File: src/rtl/rom_download_buffer.sv
// ioctl byte stream -> 16-bit little-endian word writes through a small FIFO.
// Optional ROM_CHECKSUM_EN adds a 16-bit running byte checksum output.
module rom_download_buffer #(
    parameter logic [7:0] ROM_INDEX  = 8'd0,
    parameter int         DEPTH_LOG2 = 2,
    parameter int         ADDR_W     = 24
) (
    input  logic              clk_48,
    input  logic              reset,
    input  logic              ioctl_download,
    input  logic [7:0]        ioctl_index,
    input  logic              ioctl_wr,
    input  logic [24:0]       ioctl_addr,
    input  logic [7:0]        ioctl_dout,
    output logic              ioctl_wait,
    output logic              mem_req,
    input  logic              mem_ack,
    output logic [ADDR_W-1:0] mem_addr,
    output logic [15:0]       mem_data,
    output logic [1:0]        mem_be,
    output logic              busy,
`ifdef ROM_CHECKSUM_EN
    output logic [15:0]       checksum,
`endif
    output logic              done
);

    localparam int DEPTH = 2 ** DEPTH_LOG2;
    localparam int CW    = DEPTH_LOG2 + 1;
    localparam int EW    = ADDR_W + 18;
    localparam logic [CW-1:0]         WAIT_TH = CW'(DEPTH - 2);
    localparam logic [DEPTH_LOG2-1:0] PTR_ONE = DEPTH_LOG2'(1);

    typedef enum logic [1:0] {S_IDLE, S_LOAD, S_FLUSH, S_DONE} state_t;

    state_t                r_state;
    logic                  r_busy;
    logic                  r_done;
    logic                  r_start_pend;
    logic                  r_req;
    logic                  r_wait;
    logic [EW-1:0]         r_fifo [DEPTH];
    logic [DEPTH_LOG2-1:0] r_wp;
    logic [DEPTH_LOG2-1:0] r_rp;
    logic [CW-1:0]         r_count;
    logic [7:0]            r_lo;
    logic                  r_lov;
    logic [ADDR_W-1:0]     r_pa;

    logic                  w_start;
    logic                  w_accept;
    logic                  w_flush;
    logic                  w_pop;
    logic [ADDR_W-1:0]     w_waddr;
    logic [1:0]            w_npush;
    logic [EW-1:0]         w_e0;
    logic [EW-1:0]         w_e1;
    logic [EW-1:0]         w_pend;
    logic [EW-1:0]         w_head;
    logic [7:0]            w_lo_nxt;
    logic                  w_lov_nxt;
    logic [ADDR_W-1:0]     w_pa_nxt;
    logic [CW-1:0]         w_cnt_nxt;

    assign w_start   = ioctl_download && (ioctl_index == ROM_INDEX);
    assign w_accept  = ioctl_wr && w_start;
    assign w_flush   = (r_state == S_LOAD) && !ioctl_download;
    assign w_pop     = r_req && mem_ack;
    assign w_waddr   = ioctl_addr[ADDR_W:1];
    assign w_pend    = {r_pa, 8'h00, r_lo, 2'b01};
    assign w_cnt_nxt = r_count + CW'(w_npush) - CW'(w_pop);
    assign w_head    = r_fifo[r_rp];

    // A pending low byte that cannot pair is always pushed ahead of new data.
    always_comb begin
        w_npush   = 2'd0;
        w_e0      = '0;
        w_e1      = '0;
        w_lo_nxt  = r_lo;
        w_lov_nxt = r_lov;
        w_pa_nxt  = r_pa;
        if (w_accept && !ioctl_addr[0]) begin
            if (r_lov) begin
                w_npush = 2'd1;
                w_e0    = w_pend;
            end
            w_lo_nxt  = ioctl_dout;
            w_lov_nxt = 1'b1;
            w_pa_nxt  = w_waddr;
        end else if (w_accept) begin
            w_lov_nxt = 1'b0;
            if (r_lov && (r_pa == w_waddr)) begin
                w_npush = 2'd1;
                w_e0    = {w_waddr, ioctl_dout, r_lo, 2'b11};
            end else if (r_lov) begin
                w_npush = 2'd2;
                w_e0    = w_pend;
                w_e1    = {w_waddr, ioctl_dout, 8'h00, 2'b10};
            end else begin
                w_npush = 2'd1;
                w_e0    = {w_waddr, ioctl_dout, 8'h00, 2'b10};
            end
        end else if (w_flush && r_lov) begin
            w_npush   = 2'd1;
            w_e0      = w_pend;
            w_lov_nxt = 1'b0;
        end
    end

    always_ff @(posedge clk_48) begin
        if (w_npush != 2'd0) r_fifo[r_wp] <= w_e0;
        if (w_npush == 2'd2) r_fifo[r_wp + PTR_ONE] <= w_e1;
    end

    always_ff @(posedge clk_48) begin
        if (reset) begin
            r_wp    <= '0;
            r_rp    <= '0;
            r_count <= '0;
            r_lo    <= '0;
            r_lov   <= 1'b0;
            r_pa    <= '0;
            r_wait  <= 1'b0;
            r_req   <= 1'b0;
        end else begin
            r_wp    <= r_wp + DEPTH_LOG2'(w_npush);
            r_rp    <= r_rp + DEPTH_LOG2'(w_pop);
            r_count <= w_cnt_nxt;
            r_lo    <= w_lo_nxt;
            r_lov   <= w_lov_nxt;
            r_pa    <= w_pa_nxt;
            r_wait  <= (w_cnt_nxt >= WAIT_TH);
            if (w_pop)
                r_req <= 1'b0;
            else if (r_count != '0)
                r_req <= 1'b1;
        end
    end

    always_ff @(posedge clk_48) begin
        if (reset) begin
            r_state      <= S_IDLE;
            r_busy       <= 1'b0;
            r_done       <= 1'b0;
            r_start_pend <= 1'b0;
        end else begin
            r_done <= 1'b0;
            unique case (r_state)
                S_IDLE: if (w_start) begin
                    r_state <= S_LOAD;
                    r_busy  <= 1'b1;
                end
                S_LOAD: if (!ioctl_download) r_state <= S_FLUSH;
                S_FLUSH: begin
                    if (w_start) r_start_pend <= 1'b1;
                    if (w_cnt_nxt == '0) begin
                        r_state <= S_DONE;
                        r_busy  <= 1'b0;
                        r_done  <= 1'b1;
                    end
                end
                S_DONE: if (r_start_pend || w_start) begin
                    r_state      <= S_LOAD;
                    r_busy       <= 1'b1;
                    r_start_pend <= 1'b0;
                end else begin
                    r_state <= S_IDLE;
                end
                default: r_state <= S_IDLE;
            endcase
        end
    end

`ifdef ROM_CHECKSUM_EN
    logic [15:0] r_sum;

    always_ff @(posedge clk_48) begin
        if (reset)
            r_sum <= '0;
        else if ((r_state == S_IDLE) && w_start)
            r_sum <= w_accept ? {8'h00, ioctl_dout} : 16'h0000;
        else if (w_accept)
            r_sum <= r_sum + {8'h00, ioctl_dout};
    end

    assign checksum = r_sum;
`endif

    generate
        if (ADDR_W < 24) begin : g_hi_addr
            logic w_unused_hi;
            assign w_unused_hi = ^ioctl_addr[24:ADDR_W+1];
        end
    endgenerate

    assign ioctl_wait = r_wait;
    assign mem_req    = r_req;
    assign {mem_addr, mem_data, mem_be} = r_req ? w_head : '0;
    assign busy       = r_busy;
    assign done       = r_done;

endmodule
File: config.mk
export PLATFORM = sky130hd
export DESIGN_NAME = rom_download_buffer
export DESIGN_NICKNAME = d
export VERILOG_FILES = /design/src/rtl/rom_download_buffer.sv
export SDC_FILE = /design/constraint.sdc
export NUM_CORES = 1
export LEC_CHECK = 0
export ABC_AREA = 0
export BUFFER_PORTS_ARGS = -buffer_cell sky130_fd_sc_hd__clkbuf_2
export CAP_MARGIN = 10
export CORE_MARGIN = 2
export CORE_UTILIZATION = 54
export CTS_BUF_LIST = sky130_fd_sc_hd__clkbuf_4
export DETAILED_ROUTE_END_ITERATION = 10
export PLACE_DENSITY = 0.79
export SLEW_MARGIN = 30
export SYNTH_ARGS = -nofsm -noshare
export SYNTH_HDL_FRONTEND = slang
export SYNTH_SLANG_ARGS = --single-unit
export TNS_END_PERCENT = 1
File: constraint.sdc
create_clock -name clk_48 -period 13.5 [get_ports clk_48]
set_input_delay 3.375 -clock clk_48 [delete_from_list [all_inputs] [get_ports clk_48]]
set_output_delay 3.375 -clock clk_48 [all_outputs]
set_load 0.05 [all_outputs]
==> metrics.csv <==
stage,metric,value,unit
global_route,GRT Max-Usage Layer,met2,
setup_path,cell family with most CP delay,compound AO/OA/AOI/OAI gates,
setup_path,critical path class,input pin to register,
setup_path,Worst EP required,14.07,ns
yosys,Synth Area per Inst,11.5,um^2
global_route,GR Layer Usage met3,0.0452,
yosys,post-synthesis sequential area ratio,0.555,
cts,Clock Tree Buf Depth,3,
sta,Slew headroom,0.325,
setup_path,R2R depth,16,
setup_path,crit-path max FO,10,
sta,final-report max-slew violation count,0,
layout,"most common cell after layout, fill and taps aside",edfxtp_1,
global_route,initial antenna violation count,2,
route,drt wl/cell,19.5,um
sta,final setup vio count,0,
cts,CTS Hold Buffers Added,0,
setup_path,Crit path arrival time,7.77,ns
cts,# clock sinks,215,
power,Int Power,0.00101,W
floorplan,Core ar.,0.0186,mm^2
power,power share of the clock group,0.382,
global_route,vias in the first global route,7442,
cts,postcts setup bufs,0,
power,Sw Ratio,0.255,
yosys,Post-synth EDFFs,132,
cts,clock slew seen by the registers of the worst setup and hold paths,0.07,ns
setup_path,slowest cell on the critical path,o21ai_4,
setup_path,"Cell Chain, Critical Path","clkbuf_2, xor2_1, nor4_1, nand4_1, o21ai_4, a21boi_0, ha_1, inv_1, ha_1, inv_1, fa_1, xnor2_1, xnor2_1, a31oi_1, a221o_1, or3_1, a21oi_1",
sta,RSZ-0062 raised after global routing,no,
yosys,synthesized flop and latch total,215,
power,P_sw,0.000345,W
setup_path,nature of the critical path startpoint,input pin,
route,drt via density,5.88,
route,DR vias,7458,
global_route,grt ovf,0,
yosys,"Distinct cells, synth",51,
yosys,YS warnings,0,
global_route,met1 GRT Util,0.331,
power,Peak VDD IR,0.0834,mV
route,DRT iter0 DRCs,586,
place,Final HPWL DP,14900,um
power,Comb power frac,0.095,
yosys,synthesized instance count,883,
global_route,first-pass GRT wire length,38800,um
floorplan,IO Count,92,
cts,CTS root buf,clkbuf_4,
floorplan,die width,141,um
sta,fmax,0.139,GHz
power,Leakage,4.46,nW
setup_path,crit path buf inv count,3,
route,# DRC,0,
global_route,largest net degree at the start of global routing,48,
route,DRT Pass-1 Iters,5,
yosys,most common flop cell mapped by yosys,edfxtp_1,
setup_path,FF-to-FF End,r_state[0]$_SDFFE_PP0P_,
cts,cts bufs inserted,51,
layout,layout cell share with drive strength beyond 1,0.244,
hold_path,Hold EP,r_start_pend$_SDFFE_PP0P_,
sta,TNS Setup,0,ns
sta,"Hold Vio Cnt, Final",0,
sta,Tightest Pin Transition,1.01,ns
setup_path,r2r setup slk,8.74,ns
cts,# resized after CTS,0,
yosys,Post-Syn Nets,941,
global_route,GRT Total Usage,0.251,
place,RePlAce Congestion,0.821,
sta,final worst path period share,0.533,
yosys,Async SR Flop Fraction,0,
power,total chip power,0.00135,W
layout,most frequent cells in the layout,"132 x edfxtp_1, 125 x nand2_1, 90 x clkbuf_2, 81 x dfxtp_1, 79 x clkbuf_4",
sta,Final Skew,0.0312,ns
hold_path,worst min-delay path category,register to register,
layout,Nets,1050,
global_route,met2 Use GR,0.416,
cts,Skew-Pair Late Insertion Delay,0.67,ns
setup_path,CP max stage delay,0.60,ns
yosys,Syn Std Cell Area,0.0101,mm^2
cts,H-tree levels,2,
power,Seq pwr share,0.524,
cts,CTS tree,done,
floorplan,Initial Util,0.546,
job,Max-Cap Viols,0,
hold_path,hold path start,r_start_pend$_SDFFE_PP0P_,
setup_path,RR Startpoint,r_pa[21]$_SDFFE_PP0P_,
floorplan,Die Ht,141,um
route,Detailed Route WL,24700,um
power,Pwr Density,117,mW/mm^2
sta,crit path time final,7.20,ns
floorplan,Row Count,50,
route,antenna-violating nets left,0,
floorplan,die area,0.0199,mm^2
hold_path,Hold Path Cell Cnt,2,
place,PortBufs,91,
setup_path,Critical Path Sink Type,register,
status,outcome,finished clean,
layout,Area Growth Syn to Fin,14.3,%
-- flip-flops by register name (all words and copies together), names as in the netlist, 2 cells and up --
register / flops
r_pa: 24
r_fifo: 168
r_lo: 8
r_rp: 2
r_state: 2
r_wp: 2
r_count: 3
-- synth_stat cells, types with 2 or more instances --
library cell,instances,area share
mux4_2,42,0.093
clkbuf_1,35,0.013
a22o_1,48,0.041
or3_1,2,0.0012
nand2b_1,3,0.0019
o31ai_1,3,0.0022
buf_2,9,0.0044
and2_1,62,0.038
nand2_1,125,0.046
inv_1,34,0.013
o21ai_0,45,0.022
dfxtp_1,83,0.16
edfxtp_1,132,0.39
a22oi_1,32,0.024
buf_1,5,0.0019
a21oi_1,43,0.021
nor2b_1,6,0.0037
nor4_1,8,0.0049
a31oi_1,3,0.0019
and3_1,2,0.0012
nor3b_1,17,0.013
xor2_1,25,0.022
ha_1,11,0.014
nand3_1,7,0.0035
mux2i_1,3,0.0030
o21ai_1,7,0.0035
nand4_1,2,0.0012
xnor2_1,4,0.0035
buf_6,2,0.0022
nor2_1,55,0.020
and4_1,2,0.0017
a21boi_2,2,0.0022
nor3_1,6,0.0030
-- cell families (layout without fill, tap and decap cells) --
kind of cell    Yosys count  count (layout)  synth area share
mux                      45              45            0.0962
compound gates          193             193             0.128
xor+xnor                 30              30            0.0267
flops                   215             215             0.555
fa+ha+maj                12              12            0.0155
other cells               0               2                 0
simple gates            302             302             0.144
buf+inv                  86             236            0.0348
-- stage by stage --
step | util | instances | setup WS (ns) | hold slack (ns) | instance area (um^2)
finish | 0.624 | 1269 | 6.30 | 0.474 | 11600
global placement | 0.585 | 1170 | 5.82 | 0.458 | 10900
floorplan | - | 883 | 5.95 | 0.445 | 10100
detailed placement | 0.588 | 1172 | 5.72 | 0.471 | 10900
CTS | 0.623 | 1266 | 6.41 | 0.480 | 11600
global route | 0.624 | 1269 | 6.10 | 0.508 | 11600
-- area by class of cell --
class | instances | area [um^2]
antenna | 2 | 5.00
clock buffer | 78 | 586
clock inverter | 16 | 66.3
fill | 1432 | 6990
inverter | 34 | 128
multi-input combinational | 582 | 4270
sequential | 215 | 5630
tap | 234 | 293
timing repair buffer | 108 | 617
-- power by group through the flow --
stage | combinational (W) | sequential [W] | clock (W)
global route | 0.000138 | 0.000711 | 0.000556
floorplan | 0.0000847 | 0.000724 | 0
finish | 0.000128 | 0.000709 | 0.000516
detailed placement | 0.000128 | 0.000724 | 0
global placement | 0.000126 | 0.000723 | 0
CTS | 0.000128 | 0.000709 | 0.000524
-- worst max path at each step --
stage | slack, ns | startpoint | to | cells after the start
finish | 6.30 | ioctl_addr[17] | r_state[0]$_SDFFE_PP0P_ | 17
global route | 6.10 | ioctl_addr[17] | r_state[0]$_SDFFE_PP0P_ | 17
CTS | 6.41 | ioctl_addr[17] | r_state[0]$_SDFFE_PP0P_ | 17
detailed placement | 5.72 | ioctl_addr[17] | r_state[0]$_SDFFE_PP0P_ | 17
global placement | 5.82 | ioctl_addr[17] | r_state[0]$_SDFFE_PP0P_ | 17
floorplan | 5.95 | ioctl_index[3] | r_fifo[1][10]$_DFFE_PP_ | 6
-- layer usage --
| metal | routed length [um] | up-vias | share of wire |
|---|---|---|---|
| met5 | 0 | - | 0 |
| met4 | 588 | 0 | 0.024 |
| met3 | 1950 | 49 | 0.079 |
| met2 | 12000 | 360 | 0.49 |
| met1 | 10200 | 3561 | 0.41 |
| li1 | - | 3488 | - |
-- worst register-to-register path, cell delays in order, from the launching register on --
cell and delay (ns):
dfxtp_1 0.44, xor2_1 0.15, nor4_1 0.52, nand4_1 0.35, o21ai_4 0.60, a21boi_0 0.19
ha_1 0.32, inv_1 0.06, ha_1 0.12, inv_1 0.05, fa_1 0.42, xnor2_1 0.14
xnor2_1 0.30, a31oi_1 0.17, a221o_1 0.33, or3_1 0.35, a21oi_1 0.13
No activity file was read; power rests on OpenSTA's default activity.
